`src/rtl/writeback_gather_stage.sv`:
```
// writeback_gather_stage: sub-word load alignment, ALU/load select and
// registered register-file commit, plus a one-lane-per-beat gather buffer.
//
// Ports:
//   clk, reset_n               clock, async active-low reset
//   valid_i                    instruction present this cycle
//   instruction_i              instruction word (load decode + width field)
//   writeback_reg_i            destination register
//   writeback_is_vector_i      destination is a vector register
//   has_writeback_i            instruction writes a register
//   mask_i                     lane mask, bit NUM_LANES-1 is lane 0
//   result_i                   ALU result / addresses, lane 0 in the MSBs
//   ddata_i                    memory read word, byte 0 in the MSBs
//   lane_select_i              lane targeted by a load beat
//   gather_i, gather_last_i    gather beat / final gather beat
//   writeback_is_vector_o      commit: vector destination
//   has_writeback_o            commit strobe
//   writeback_reg_o            commit register
//   writeback_value_o          commit data
//   mask_o                     commit lane mask
//   gather_busy_o              gather partially collected
//   gather_abort_o             one-cycle pulse on a discarded gather

module writeback_gather_stage #(
    parameter int NUM_LANES = 16,
    parameter int LANE_W    = 4
) (
    input  logic                      clk,
    input  logic                      reset_n,
    input  logic                      valid_i,
    input  logic [31:0]               instruction_i,
    input  logic [4:0]                writeback_reg_i,
    input  logic                      writeback_is_vector_i,
    input  logic                      has_writeback_i,
    input  logic [NUM_LANES-1:0]      mask_i,
    input  logic [32*NUM_LANES-1:0]   result_i,
    input  logic [31:0]               ddata_i,
    input  logic [LANE_W-1:0]         lane_select_i,
    input  logic                      gather_i,
    input  logic                      gather_last_i,
    output logic                      writeback_is_vector_o,
    output logic                      has_writeback_o,
    output logic [4:0]                writeback_reg_o,
    output logic [32*NUM_LANES-1:0]   writeback_value_o,
    output logic [NUM_LANES-1:0]      mask_o,
    output logic                      gather_busy_o,
    output logic                      gather_abort_o
);

    typedef enum logic {
        IDLE,
        COLLECT
    } state_t;

    state_t state;

    logic [31:0]          buf_q [NUM_LANES];
    logic [NUM_LANES-1:0] acc_mask_q;

    // ---------------------------------------------------------------
    // Decode
    // ---------------------------------------------------------------
    logic [3:0] width;
    logic       is_load;
    logic       w_ub;
    logic       w_sb;
    logic       w_uh;
    logic       w_sh;

    assign width   = instruction_i[28:25];
    // Width 0110 is the control-register transfer form, not a memory read.
    assign is_load = (instruction_i[31:30] == 2'b10)
                   && instruction_i[29]
                   && (width != 4'b0110);

    assign w_ub = (width == 4'b0000);
    assign w_sb = (width == 4'b0001);
    assign w_uh = (width == 4'b0010);
    assign w_sh = (width == 4'b0011);

    // Remaining instruction bits do not affect writeback.
    logic unused_instr;
    assign unused_instr = ^instruction_i[24:0];

    // ---------------------------------------------------------------
    // Address source
    // ---------------------------------------------------------------
    logic [1:0] lane_addr [NUM_LANES];

    for (genvar g = 0; g < NUM_LANES; g++) begin : g_lane_addr
        assign lane_addr[g] = result_i[32*(NUM_LANES-g)-32 +: 2];
    end

    logic [1:0] addr;
    assign addr = gather_i ? lane_addr[lane_select_i]
                           : result_i[1:0];

    // ---------------------------------------------------------------
    // Alignment and extension
    // ---------------------------------------------------------------
    logic [7:0]  bytes [4];
    logic [7:0]  byte_sel;
    logic [15:0] half_sel;
    logic [31:0] aligned;

    assign bytes[0] = ddata_i[31:24];
    assign bytes[1] = ddata_i[23:16];
    assign bytes[2] = ddata_i[15:8];
    assign bytes[3] = ddata_i[7:0];

    assign byte_sel = bytes[addr];
    assign half_sel = addr[1] ? {bytes[3], bytes[2]}
                              : {bytes[1], bytes[0]};

    always_comb begin
        aligned = '0;
        unique case (1'b1)
            w_ub: aligned = {24'h0, byte_sel};
            w_sb: aligned = {{24{byte_sel[7]}}, byte_sel};
            w_uh: aligned = {16'h0, half_sel};
            w_sh: aligned = {{16{half_sel[15]}}, half_sel};
            default: aligned = {bytes[3], bytes[2],
                                bytes[1], bytes[0]};
        endcase
    end

    // ---------------------------------------------------------------
    // Lane mask for the targeted lane
    // ---------------------------------------------------------------
    // Lane 0 is the mask MSB; with a power-of-two lane count the
    // reversed index NUM_LANES-1-lane is simply the bitwise inverse.
    logic [LANE_W-1:0]    lane_rev;
    logic [NUM_LANES-1:0] lane_onehot;
    logic [NUM_LANES-1:0] cur_bit;

    assign lane_rev = ~lane_select_i;

    always_comb begin
        lane_onehot           = '0;
        lane_onehot[lane_rev] = 1'b1;
    end

    assign cur_bit = lane_onehot & mask_i;

    // ---------------------------------------------------------------
    // Commit data candidates
    // ---------------------------------------------------------------
    logic [32*NUM_LANES-1:0] merged;
    logic [32*NUM_LANES-1:0] ng_value;
    logic [NUM_LANES-1:0]    ng_mask;

    // The last beat lands in the same cycle as the commit, so the
    // current lane bypasses the buffer.
    always_comb begin
        merged = '0;
        for (int i = 0; i < NUM_LANES; i++) begin
            if (lane_select_i == LANE_W'(i))
                merged[32*(NUM_LANES-i)-1 -: 32] = aligned;
            else
                merged[32*(NUM_LANES-i)-1 -: 32] = buf_q[i];
        end
    end

    assign ng_value = is_load ? {NUM_LANES{aligned}} : result_i;
    assign ng_mask  = is_load ? cur_bit : mask_i;

    // ---------------------------------------------------------------
    // FSM, buffer and registered outputs
    // ---------------------------------------------------------------
    always_ff @(posedge clk or negedge reset_n) begin
        if (!reset_n) begin
            state                 <= IDLE;
            acc_mask_q            <= '0;
            for (int i = 0; i < NUM_LANES; i++)
                buf_q[i] <= '0;
            writeback_is_vector_o <= 1'b0;
            has_writeback_o       <= 1'b0;
            writeback_reg_o       <= '0;
            writeback_value_o     <= '0;
            mask_o                <= '0;
            gather_abort_o        <= 1'b0;
        end else begin
            gather_abort_o <= 1'b0;
            if (!valid_i) begin
                has_writeback_o <= 1'b0;
            end else if (gather_i) begin
                if (gather_last_i) begin
                    has_writeback_o       <= has_writeback_i;
                    writeback_reg_o       <= writeback_reg_i;
                    writeback_is_vector_o <= writeback_is_vector_i;
                    writeback_value_o     <= merged;
                    mask_o                <= acc_mask_q | cur_bit;
                    acc_mask_q            <= '0;
                    for (int i = 0; i < NUM_LANES; i++)
                        buf_q[i] <= '0;
                    state <= IDLE;
                end else begin
                    has_writeback_o       <= 1'b0;
                    buf_q[lane_select_i]  <= aligned;
                    acc_mask_q            <= acc_mask_q | cur_bit;
                    state                 <= COLLECT;
                end
            end else begin
                // A plain instruction during a gather discards it
                // and is still committed in the same cycle.
                if (state == COLLECT) begin
                    gather_abort_o <= 1'b1;
                    acc_mask_q     <= '0;
                    for (int i = 0; i < NUM_LANES; i++)
                        buf_q[i] <= '0;
                    state <= IDLE;
                end
                has_writeback_o       <= has_writeback_i;
                writeback_reg_o       <= writeback_reg_i;
                writeback_is_vector_o <= writeback_is_vector_i;
                writeback_value_o     <= ng_value;
                mask_o                <= ng_mask;
            end
        end
    end

    assign gather_busy_o = (state == COLLECT);

endmodule
```
`config.mk`:
```
export PLATFORM = sky130hd
export DESIGN_NAME = writeback_gather_stage
export DESIGN_NICKNAME = d
export VERILOG_FILES = /design/src/rtl/writeback_gather_stage.sv
export SDC_FILE = /design/constraint.sdc
export NUM_CORES = 2
export LEC_CHECK = 0
export ABC_AREA = 1
export CORE_AREA = 2 2 445 447
export CTS_BUF_LIST = sky130_fd_sc_hd__clkbuf_8
export CTS_CLUSTER_DIAMETER = 80
export DETAILED_ROUTE_END_ITERATION = 8
export DIE_AREA = 0 0 447 449
export GPL_TIMING_DRIVEN = 0
export PLACE_DENSITY_LB_ADDON = 0.08
export RECOVER_POWER = 25
export SYNTH_ARGS = -nofsm -noshare
export SYNTH_HDL_FRONTEND = slang
export SYNTH_SLANG_ARGS = --single-unit
```
`constraint.sdc`:
```
create_clock -name clk -period 1.7 [get_ports clk]
set_input_delay 0.17 -clock clk [delete_from_list [all_inputs] [get_ports clk]]
set_output_delay 0.17 -clock clk [all_outputs]
set_load 0.005 [all_outputs]
```
==> out/metrics.csv <==
metric,value,unit
crit_type,in -> reg,
rsz0062_at_grt,true,
max_stage_delay,0.25,ns
layout.nets,10200,
max_cap_viol_count,0,
yosysWarnings,0,
worstPathRequired,2.60,ns
max_freq,456,MHz
setup_viol,1596,
cts.sinks,1065,
powerDensity,867,mW/mm^2
worst_slack,-0.491,ns
crit_slowest_cell,buf_4,
drt-pass1-iter-count,7,
status,finished with violations,
synth_cell_types,29,
ys_seq_area_share,48.8,%
routedWlPerCell,33.8,um
cts_buffers,208,
drcViolationCount,0,
seqCellArea,0.0267,sq mm
cts_buffer_depth,3,
die_y,449,um
leakagePower,41.9,nW
synth_seq_cells,1065,
syn_area,0.0546,sq mm
worst_pin_slew,1.34,ns
critPathMaxFanout,8,
start_util,27.8,%
grt_pass1_wl,542000,um
cp-start-kind,primary input,
vias_per_cell,5.41,
grt-ovfl-total,0,
final_antenna_net_count,0,
grtUsageTotal,39.5,%
syn_inst,7319,
maxSlewViolCount,0,
place_congestion,0.916,
clock_latency,1.03,ns
die_w,447,um
period_needed,2.19,ns
multiInputGateArea,0.0268,sq mm
fp.coreArea,0.196,sq mm
ir_worst_vdd,0.000727,V
violations,"hold timing, setup timing",
avgSynthCellArea,7.46,sq um
port_buffers,1116,
end_kind,flop,
drive_gt1_share,16.8,%
cts_max_level,4,
design_area,0.0889,sq mm
postRouteWirelength,420000,um
drtIter0Drc,7424,
vias,67200,
syn-num-nets,7927,
crit_path_frequent_cell,nand2_2,
cts-root-buf,clkbuf_8,
placed_area,0.0696,sq mm
min_path_type,in -> async,
antenna_found_initial,90,
dp_hpwl,270000,um
relSlewSlack,10.7,%
worstPathArrival,3.09,ns
period_share,129,%
final_cell_mix,"nand2_1 (2441), dfrtp_1 (1055), a21oi_1 (1025)",
fin_skew,0.0620,ns
final_common_cell,nand2_1,
layout-area-overhead-vs-synth,62.8,%
rows,163,
cts_tree,done,
finalHoldViolations,313,
fillerInstances,19900,
whs,-0.961,ns
dp_slack,-4.32,ns
grt_max_degree,150,
dieArea,0.201,sq mm
path_cells,buf_16 > inv_8 > buf_12 > buf_8 > nand2_2 > nand2_2 > nand2_1 > nand2_2 > nand2_2 > nand3_2 > o21bai_4 > buf_12 > nand2_4 > nand3_4 > nand2_4 > nand2_8 > buf_12 > buf_6 > nand3_4 > nand2_8 > buf_4 > nand2_1 > nand3_1 > nand2_1,
grt_pass1_vias,64100,
ios,1145,
clkTransAtPathRegs,0.06,ns
worst paths after layout:
| check | startpoint | endpoint | slack (ns) | cells past startpoint |
|---|---|---|---|---|
| worst min-delay path | reset_n | writeback_value_o[398] | -0.96 | 1 |
| worst max register to register | gather_busy_o | buf_q[42] | -0.32 | 8 |
| max in group asynchronous | reset_n | writeback_value_o[179] | -0.02 | 5 |
| min in group clk | lane_select_i[2] | buf_q[66] | 0.01 | 5 |
| worst min register to register | writeback_is_vector_o | writeback_is_vector_o | 0.47 | 2 |
| worst max-delay path | lane_select_i[0] | writeback_value_o[282] | -0.49 | 24 |
synth_stat cells, drive strengths merged:
cell,instances,area (sq um)
buf,104,872
nand3b,1,7.51
a21oi,1042,5220
nor2,39,154
clkinv,4,15.0
inv,584,2190
o22ai,512,3200
nand2,2858,10900
clkbuf,476,1790
a31oi,1,6.26
o21ai,39,274
dfrtp,1065,26700
o211ai,16,120
nor3,4,20.0
o21bai,2,26.3
nand3,570,3160
nand4,2,12.5
per-stage QoR:
stage	TNS (ns)	util, %	instances	power [mW]
after CTS	-285.53	43.5	12300	75.7
final	-366.03	45.3	12400	77.1
after global routing	-419.98	45.3	12400	79.3
after floorplan	-352.33	-	7319	34.8
after global placement	-	35.3	11100	46.3
after detailed placement	-3011.32	35.5	11100	46.6
flip-flops by register name (all words and copies together), names as in the netlist:
register               count
mask_o                    16
writeback_reg_o            5
gather_abort_o             1
writeback_value_o        512
gather_busy_o              1
writeback_is_vector_o      1
acc_mask_q                16
has_writeback_o            1
buf_q                    512
area by class of cell:
| type | instances | area share, % |
|---|---|---|
| Inverter | 588 | 2.50 |
| Antenna cell | 71 | 0.200 |
| Buffer | 580 | 4.73 |
| Clock inverter | 97 | 0.487 |
| Timing Repair Buffer | 2036 | 24.1 |
| Clock buffer | 270 | 4.18 |
| Multi-Input combinational cell | 5086 | 30.1 |
| Sequential cell | 1065 | 30.0 |
| Tap cell | 2640 | 3.71 |
timing repair:
action                                  in CTS  in global routing
endpoints found under the setup margin    1689               1792
hold buffers                               536                  2
cloned                                      44                 22
pin swaps                                  129                133
endpoints found under the hold margin      849                302
gates resized for setup                   1622                570
setup buffers                              248                 59
critical path: cells and delay by family:
kind	cells	cell delay (ns)
simple gates	15	1.57
buf+inv	8	1.14
compound gates	1	0.14
layer usage:
layer  GRT usage, %  vias up  wire length [um]  part of all wire, %
li1               -    28600                 -                    -
met1           48.1    33200            158000                   38
met2           60.7     4095            184000                   44
met3           9.84     1240             39600                  9.4
met4           28.7       32             37100                  8.8
met5          0.409        -               314                0.075
power by group:
part | switching [mW] | leakage, nW | internal [mW]
registers | 1.50 | 14.0 | 27.5
logic | 12.6 | 25.5 | 8.60
clock network | 12.8 | 2.43 | 14.1
total | 26.9 | 41.9 | 50.2
cells by family (layout without fill, tap and decap cells):
| family | after synthesis | count (layout) | share of synthesized area [%] |
|---|---|---|---|
| simple gates | 3474 | 3474 | 26.1 |
| compound gates | 1612 | 1612 | 16.2 |
| buf+inv | 1168 | 3571 | 8.91 |
| flops | 1065 | 1065 | 48.8 |
| other cells | 0 | 71 | 0 |
Note: power is estimated with default switching activity, not from simulation.
